File: config.mk
export PLATFORM = sky130hd
export DESIGN_NAME = fft_channel_scheduler
export DESIGN_NICKNAME = d
export VERILOG_FILES = /design/src/rtl/fft_channel_scheduler.sv
export SDC_FILE = /design/constraint.sdc
export NUM_CORES = 1
export LEC_CHECK = 0
export BUFFER_PORTS_ARGS = -buffer_cell sky130_fd_sc_hd__clkbuf_2
export CORE_UTILIZATION = 50
export CTS_CLUSTER_SIZE = 10
export DETAILED_ROUTE_END_ITERATION = 6
export PLACE_DENSITY = 0.79
export SLEW_MARGIN = 20
export SYNTH_ARGS = -nofsm -noshare
export SYNTH_HDL_FRONTEND = slang
export SYNTH_SLANG_ARGS = --single-unit
export TNS_END_PERCENT = 100
File: constraint.sdc
create_clock -name clk_i -period 2.24 [get_ports clk_i]
set_clock_uncertainty 0.15 [all_clocks]
set_input_delay 0.448 -clock clk_i [delete_from_list [all_inputs] [get_ports clk_i]]
set_output_delay 0.448 -clock clk_i [all_outputs]
set_load 0.01 [all_outputs]
File: src/rtl/fft_channel_scheduler.sv
// fft_channel_scheduler: multi-channel job scheduler and interrupt aggregator
// in front of the single FFT engine. It validates per-channel start requests,
// queues one request per channel, dispatches them round-robin, and keeps
// sticky W1C done/error status with masked aggregate interrupts.
// Optional build macro FFT_SCHED_WATCHDOG_EN adds a RUN-state watchdog that
// aborts the engine after TIMEOUT_CYCLES clocks without completion.
//
// Handshake: every request/engine signal is a single-cycle pulse with no
// back-pressure. req_start_i[c] is sampled once per clock and either queued,
// rejected (error[c]) or, under flush_i, silently dropped. eng_start_o and
// eng_reset_o are one-cycle commands. eng_done_i and eng_error_i are one-cycle
// responses that only count while the FSM is in RUN.
module fft_channel_scheduler #(
  parameter int NUM_CH              = 4,
  parameter int FFT_MAX_LENGTH_LOG2 = 12,
  parameter int FFT_MIN_LENGTH_LOG2 = 8,
  parameter int LEN_W               = 4,
  parameter int TIMEOUT_CYCLES      = 65536,
  localparam int CH_W               = $clog2(NUM_CH)
) (
  input  logic                    clk_i,
  input  logic                    reset_n_i,
  input  logic [NUM_CH-1:0]       req_start_i,
  input  logic [NUM_CH*LEN_W-1:0] req_len_log2_i,
  input  logic                    flush_i,
  input  logic [2*NUM_CH-1:0]     int_enable_i,
  input  logic [2*NUM_CH-1:0]     int_clear_i,
  output logic                    eng_start_o,
  output logic                    eng_reset_o,
  output logic [LEN_W-1:0]        eng_length_log2_o,
  input  logic                    eng_done_i,
  input  logic                    eng_error_i,
  output logic                    active_o,
  output logic [CH_W-1:0]         active_ch_o,
  output logic [NUM_CH-1:0]       pending_o,
  output logic [2*NUM_CH-1:0]     int_status_o,
  output logic                    irq_done_o,
  output logic                    irq_error_o,
  output logic [1:0]              fsm_state_o
);

  typedef enum logic [1:0] {S_IDLE, S_START, S_RUN, S_ABORT} state_t;

  localparam logic [LEN_W-1:0] MIN_L    = LEN_W'(FFT_MIN_LENGTH_LOG2);
  localparam logic [LEN_W-1:0] MAX_L    = LEN_W'(FFT_MAX_LENGTH_LOG2);
  localparam logic [CH_W:0]    NUM_CH_X = (CH_W+1)'(NUM_CH);
  localparam logic [CH_W-1:0]  LAST_CH  = CH_W'(NUM_CH-1);
  localparam logic [NUM_CH-1:0] ONE_CH  = {{(NUM_CH-1){1'b0}}, 1'b1};

  state_t                state_q, state_d;
  logic [NUM_CH-1:0]     pending_q;
  logic [LEN_W-1:0]      len_q [NUM_CH];
  logic [CH_W-1:0]       rr_ptr_q, act_ch_q, grant_ch;
  logic [LEN_W-1:0]      act_len_q, req_len;
  logic [2*NUM_CH-1:0]   status_q;
  logic [NUM_CH-1:0]     req_ok, req_err, act_oh, grant_oh, grant_clr;
  logic [NUM_CH-1:0]     done_set, err_set;
  logic [CH_W:0]         idx;
  logic                  grant_vld, grant_take, done_evt, err_evt, wd_expired;

`ifdef FFT_SCHED_WATCHDOG_EN
  localparam int WD_W = $clog2(TIMEOUT_CYCLES+1);
  logic [WD_W-1:0] wd_q;

  // Watchdog counts RUN cycles; restarts for every dispatched job.
  always_ff @(posedge clk_i or negedge reset_n_i) begin
    if (!reset_n_i)             wd_q <= '0;
    else if (state_q == S_START) wd_q <= '0;
    else if (state_q == S_RUN)   wd_q <= wd_q + WD_W'(1);
  end

  assign wd_expired = (wd_q == WD_W'(TIMEOUT_CYCLES-1));
`else
  // Parameter stays referenced so both builds share one parameter list.
  logic unused_timeout;
  assign unused_timeout = ^TIMEOUT_CYCLES;
  assign wd_expired     = 1'b0;
`endif

  // Classify each request: queue it, flag an error, or drop it under flush.
  always_comb begin
    req_ok  = '0;
    req_err = '0;
    req_len = '0;
    for (int c = 0; c < NUM_CH; c++) begin
      req_len = req_len_log2_i[c*LEN_W +: LEN_W];
      if (req_start_i[c] && !flush_i) begin
        if (req_len < MIN_L || req_len > MAX_L) req_err[c] = 1'b1;
        else if (pending_q[c])                  req_err[c] = 1'b1;
        else                                    req_ok[c]  = 1'b1;
      end
    end
  end

  // Round-robin pick: first pending channel at or after rr_ptr, wrapping.
  always_comb begin
    grant_vld = 1'b0;
    grant_ch  = '0;
    idx       = '0;
    for (int i = 0; i < NUM_CH; i++) begin
      idx = {1'b0, rr_ptr_q} + (CH_W+1)'(i);
      if (idx >= NUM_CH_X) idx = idx - NUM_CH_X;
      if (!grant_vld && pending_q[idx[CH_W-1:0]]) begin
        grant_vld = 1'b1;
        grant_ch  = idx[CH_W-1:0];
      end
    end
  end

  // FSM state register.
  always_ff @(posedge clk_i or negedge reset_n_i) begin
    if (!reset_n_i) state_q <= S_IDLE;
    else            state_q <= state_d;
  end

  // FSM next state, engine commands and completion events.
  always_comb begin
    state_d     = state_q;
    grant_take  = 1'b0;
    done_evt    = 1'b0;
    err_evt     = 1'b0;
    eng_start_o = 1'b0;
    eng_reset_o = 1'b0;
    active_o    = 1'b0;
    case (state_q)
      S_IDLE: begin
        if (grant_vld && !flush_i) begin
          grant_take = 1'b1;
          state_d    = S_START;
        end
      end
      S_START: begin
        eng_start_o = 1'b1;
        active_o    = 1'b1;
        state_d     = flush_i ? S_ABORT : S_RUN;
      end
      S_RUN: begin
        active_o = 1'b1;
        done_evt = eng_done_i;
        err_evt  = eng_error_i;
        if (flush_i)                        state_d = S_ABORT;
        else if (eng_done_i || eng_error_i) state_d = S_IDLE;
        else if (wd_expired)                state_d = S_ABORT;
      end
      S_ABORT: begin
        eng_reset_o = 1'b1;
        err_evt     = 1'b1;
        state_d     = S_IDLE;
      end
      default: state_d = S_IDLE;
    endcase
  end

  assign act_oh    = ONE_CH << act_ch_q;
  assign grant_oh  = ONE_CH << grant_ch;
  assign grant_clr = grant_take ? grant_oh : '0;
  assign done_set  = done_evt ? act_oh : '0;
  assign err_set   = req_err | (err_evt ? act_oh : '0);

  // Pending queue, length registers, active job latch and sticky status.
  always_ff @(posedge clk_i or negedge reset_n_i) begin
    if (!reset_n_i) begin
      pending_q <= '0;
      rr_ptr_q  <= '0;
      act_ch_q  <= '0;
      act_len_q <= '0;
      status_q  <= '0;
      for (int c = 0; c < NUM_CH; c++) len_q[c] <= '0;
    end else begin
      pending_q <= flush_i ? '0 : ((pending_q & ~grant_clr) | req_ok);
      for (int c = 0; c < NUM_CH; c++) begin
        if (req_ok[c]) len_q[c] <= req_len_log2_i[c*LEN_W +: LEN_W];
      end
      if (grant_take) begin
        act_ch_q  <= grant_ch;
        act_len_q <= len_q[grant_ch];
        rr_ptr_q  <= (grant_ch == LAST_CH) ? '0 : grant_ch + CH_W'(1);
      end
      // A set in the same cycle as a W1C pulse wins.
      status_q <= (status_q & ~int_clear_i) | {err_set, done_set};
    end
  end

  assign eng_length_log2_o = (state_q == S_IDLE) ? '0 : act_len_q;
  assign active_ch_o       = (state_q == S_IDLE) ? '0 : act_ch_q;
  assign pending_o         = pending_q;
  assign int_status_o      = status_q;
  assign irq_done_o        = |(status_q[NUM_CH-1:0] & int_enable_i[NUM_CH-1:0]);
  assign irq_error_o       = |(status_q[2*NUM_CH-1:NUM_CH] & int_enable_i[2*NUM_CH-1:NUM_CH]);
  assign fsm_state_o       = state_q;

endmodule
==> out/results.ini <==
[run_status]
status = finished, final reports clean

[critical_path]
cp.arrival_ps = 1510
ff2ff_setup_slack_ps = 160
start_kind = flip-flop
crit_required_ps = 1640
path_max_fanout = 6
worstSetupPathType = reg -> out
cp-end-kind = output port

[layout]
drive_above_1_share_pct = 39.08
num-nets-final = 306
design_area_um2 = 2496
areaGrowthSynthToFinish_pct = 27.31
diodes = 0

[pwr]
power_per_cell_area_nw_per_um2 = 1024
power.total_w = 0.002556
leakagePower_nw = 1.250
vdd_drop_max_v = 0.0004100

[die]
dieArea_um2 = 4176
fp-row-count = 22
fp.coreArea_um2 = 3716
die_y_um = 64.62
die_w_um = 64.62
start_util_pct = 52.76
io_pins = 66

[synth]
avgSynthCellArea_um2 = 10.54
syn_area_um2 = 1961
ys_seq_area_share_pct = 48.50
synth_cell_types = 38
synth_enable_flop_cells = 0
ys_async_sr_fraction_pct = 100.0
syn_inst = 186
syn_nets = 232
synth_ff_type = dfrtp_1
ys_warn_count = 0
ys_seq_elements = 38

[timing]
worstMarginPinSlew_ps = 492.5
final_max_slew_viol_count = 0
max_slew_margin_pct = 67.17
min_period_over_period_pct = 94.02
fin_setup_tns_ps = 0
min_period_ps = 2106
fmax_ghz = 0.4748
hold_viol = 0
rsz0062_at_grt = false
final-setup-viol-count = 0

[placement]
dpl-instance-area_um2 = 2376
port-buffer-count = 65
gp_congestion = 0.8601
dpl.hpwl_um = 3680

[clocking]
cts_tree = done
cts_setup_buffers = 0
clockBufferDepth = 2
path_clk_slew_ps = 70
worstSkewPairLatency_ps = 280
cts_made_buffers = 5
clkSinkCount = 38
cts_root_buf = clkbuf_8
h-tree-depth = 2

[routing]
avgViaCountPerCell = 5.615
drtIter0Drc = 82
dr.pass1.iters = 4
drt_wl_total_um = 4577
wire_per_inst_um = 14.81
drcViolationCount = 0
vias = 1735
ant_nets = 0

[global_routing]
grt_pass1_wl_um = 7583
grt_usage_pct = 24.33
antenna_found_initial = 0
grt_overflow_total = 0
grt_pass1_vias = 1666
grt_max_degree = 21

[job]
max_cap_violations = 0

[worst_hold_path]
hold_path_class = in -> reg

## worst paths after layout
check	start	end	cells past startpoint
worst max-delay path	fsm_state_o[0]$_DFFE_PN0P_	active_ch_o[1]	5
worst min-delay path	int_clear_i[6]	int_status_o[6]$_DFF_PN0_	2
worst max register to register	pending_o[1]$_DFF_PN0_	act_len_q[0]$_DFFE_PN0P_	6
worst min register to register	len_q[15]$_DFFE_PN0N_	len_q[15]$_DFFE_PN0N_	1
max in group asynchronous	reset_n_i	rr_ptr_q[1]$_DFFE_PN0P_	3
min in group asynchronous	reset_n_i	fsm_state_o[1]$_DFFE_PN0P_	2
## Yosys cell counts, types with 2 or more instances
cell | count | area (µm²)
dfrtp_1 | 38 | 950.9
nand2_1 | 14 | 52.55
mux2_2 | 13 | 146.4
o21ai_0 | 13 | 65.06
inv_1 | 12 | 45.04
nand3_1 | 11 | 55.05
nor2b_1 | 9 | 56.30
a21oi_1 | 8 | 40.04
nor2_1 | 6 | 22.52
ha_1 | 5 | 62.56
nand2b_1 | 5 | 31.28
a221o_1 | 4 | 40.04
a22oi_1 | 4 | 30.03
mux2_4 | 4 | 60.06
nor3b_1 | 4 | 30.03
and3b_1 | 3 | 26.28
clkbuf_1 | 3 | 11.26
nand3b_1 | 3 | 22.52
o31ai_1 | 3 | 22.52
a211o_1 | 2 | 17.52
o211ai_1 | 2 | 15.01
o21bai_1 | 2 | 15.01
o22ai_1 | 2 | 12.51
o32ai_1 | 2 | 17.52
## cells in the final DEF (no fill, tap or decap), types with 2 or more instances in the layout
| cell | count |
|---|---|
| and3b_1 | 3 |
| nor2_1 | 6 |
| nand3_1 | 11 |
| mux2_2 | 13 |
| o22ai_1 | 2 |
| nor2b_1 | 9 |
| o21bai_1 | 2 |
| ha_1 | 5 |
| dfrtp_1 | 38 |
| nand2_1 | 14 |
| a221o_1 | 4 |
| o211ai_1 | 2 |
| o32ai_1 | 2 |
| buf_4 | 5 |
| inv_1 | 12 |
| clkbuf_8 | 8 |
| o31ai_1 | 3 |
| o21ai_0 | 13 |
| nor3b_1 | 4 |
| nand2b_1 | 5 |
| mux2_4 | 4 |
| a211o_1 | 2 |
| clkbuf_2 | 65 |
| a21oi_1 | 8 |
| a22oi_1 | 4 |
| nand3b_1 | 3 |
## report_power, final
part	internal (W)	leakage, nW	switching (W)
logic	0.000479	0.732	0.000496
clock network	0.000311	0.0575	0.000224
registers	0.000873	0.461	0.000174
## cell type report
type	count	area, µm²
tap	48	60.06
inverter	13	48.80
multi-input combinational	130	933.4
timing repair buffer	72	392.9
fill	302	1220
clock buffer	8	110.1
sequential	38	950.9
## worst max-delay path, stage by stage, from the launching register on
cell and delay (ps):
dfrtp_1 420, inv_1 100, ha_1 250, buf_4 180
nor2b_1 130, clkbuf_2 150
## sequential cells by signal, indices dropped and copies added, names as in the netlist
| signal | count |
|---|---|
| pending_o | 4 |
| rr_ptr_q | 2 |
| fsm_state_o | 2 |
| len_q | 16 |
| act_ch_q | 2 |
| int_status_o | 8 |
| act_len_q | 4 |
## routing by layer
layer | global-route usage [%] | vias up | wire (µm)
li1 | - | 821 | -
met1 | 30.86 | 809 | 1978
met2 | 39.74 | 94 | 2104
met3 | 4.930 | 11 | 349
met4 | 11.39 | 0 | 144
met5 | 0 | - | 0
## kinds of logic after synthesis
family                     Yosys count  share of synthesized area [%]
DFF                                 38                          48.50
and+or+nand+nor                     60                          17.36
muxes                               17                          10.53
buffers and inverters               18                          3.892
AOI/OAI and AO/OA                   48                          16.53
adders and majority gates            5                          3.191
## through the flow
stage	worst slack, ps	std cells	hold WS (ps)	utilization [%]
3_5_place_dp	192.0	300	284.9	63.94
4_1_cts	111.2	309	182.9	67.17
2_1_floorplan	224.7	186	2.409	-
5_1_grt	31.05	309	190.5	67.17
6_report	134.1	309	194.2	67.17
3_3_place_gp	237.3	300	281.6	63.94
## repair_timing
action	4_1_cts	5_1_grt
gates resized for setup	0	0
endpoints found under the hold margin	18	0
hold buffers	1	0
Power figures use the tool's default switching activity.
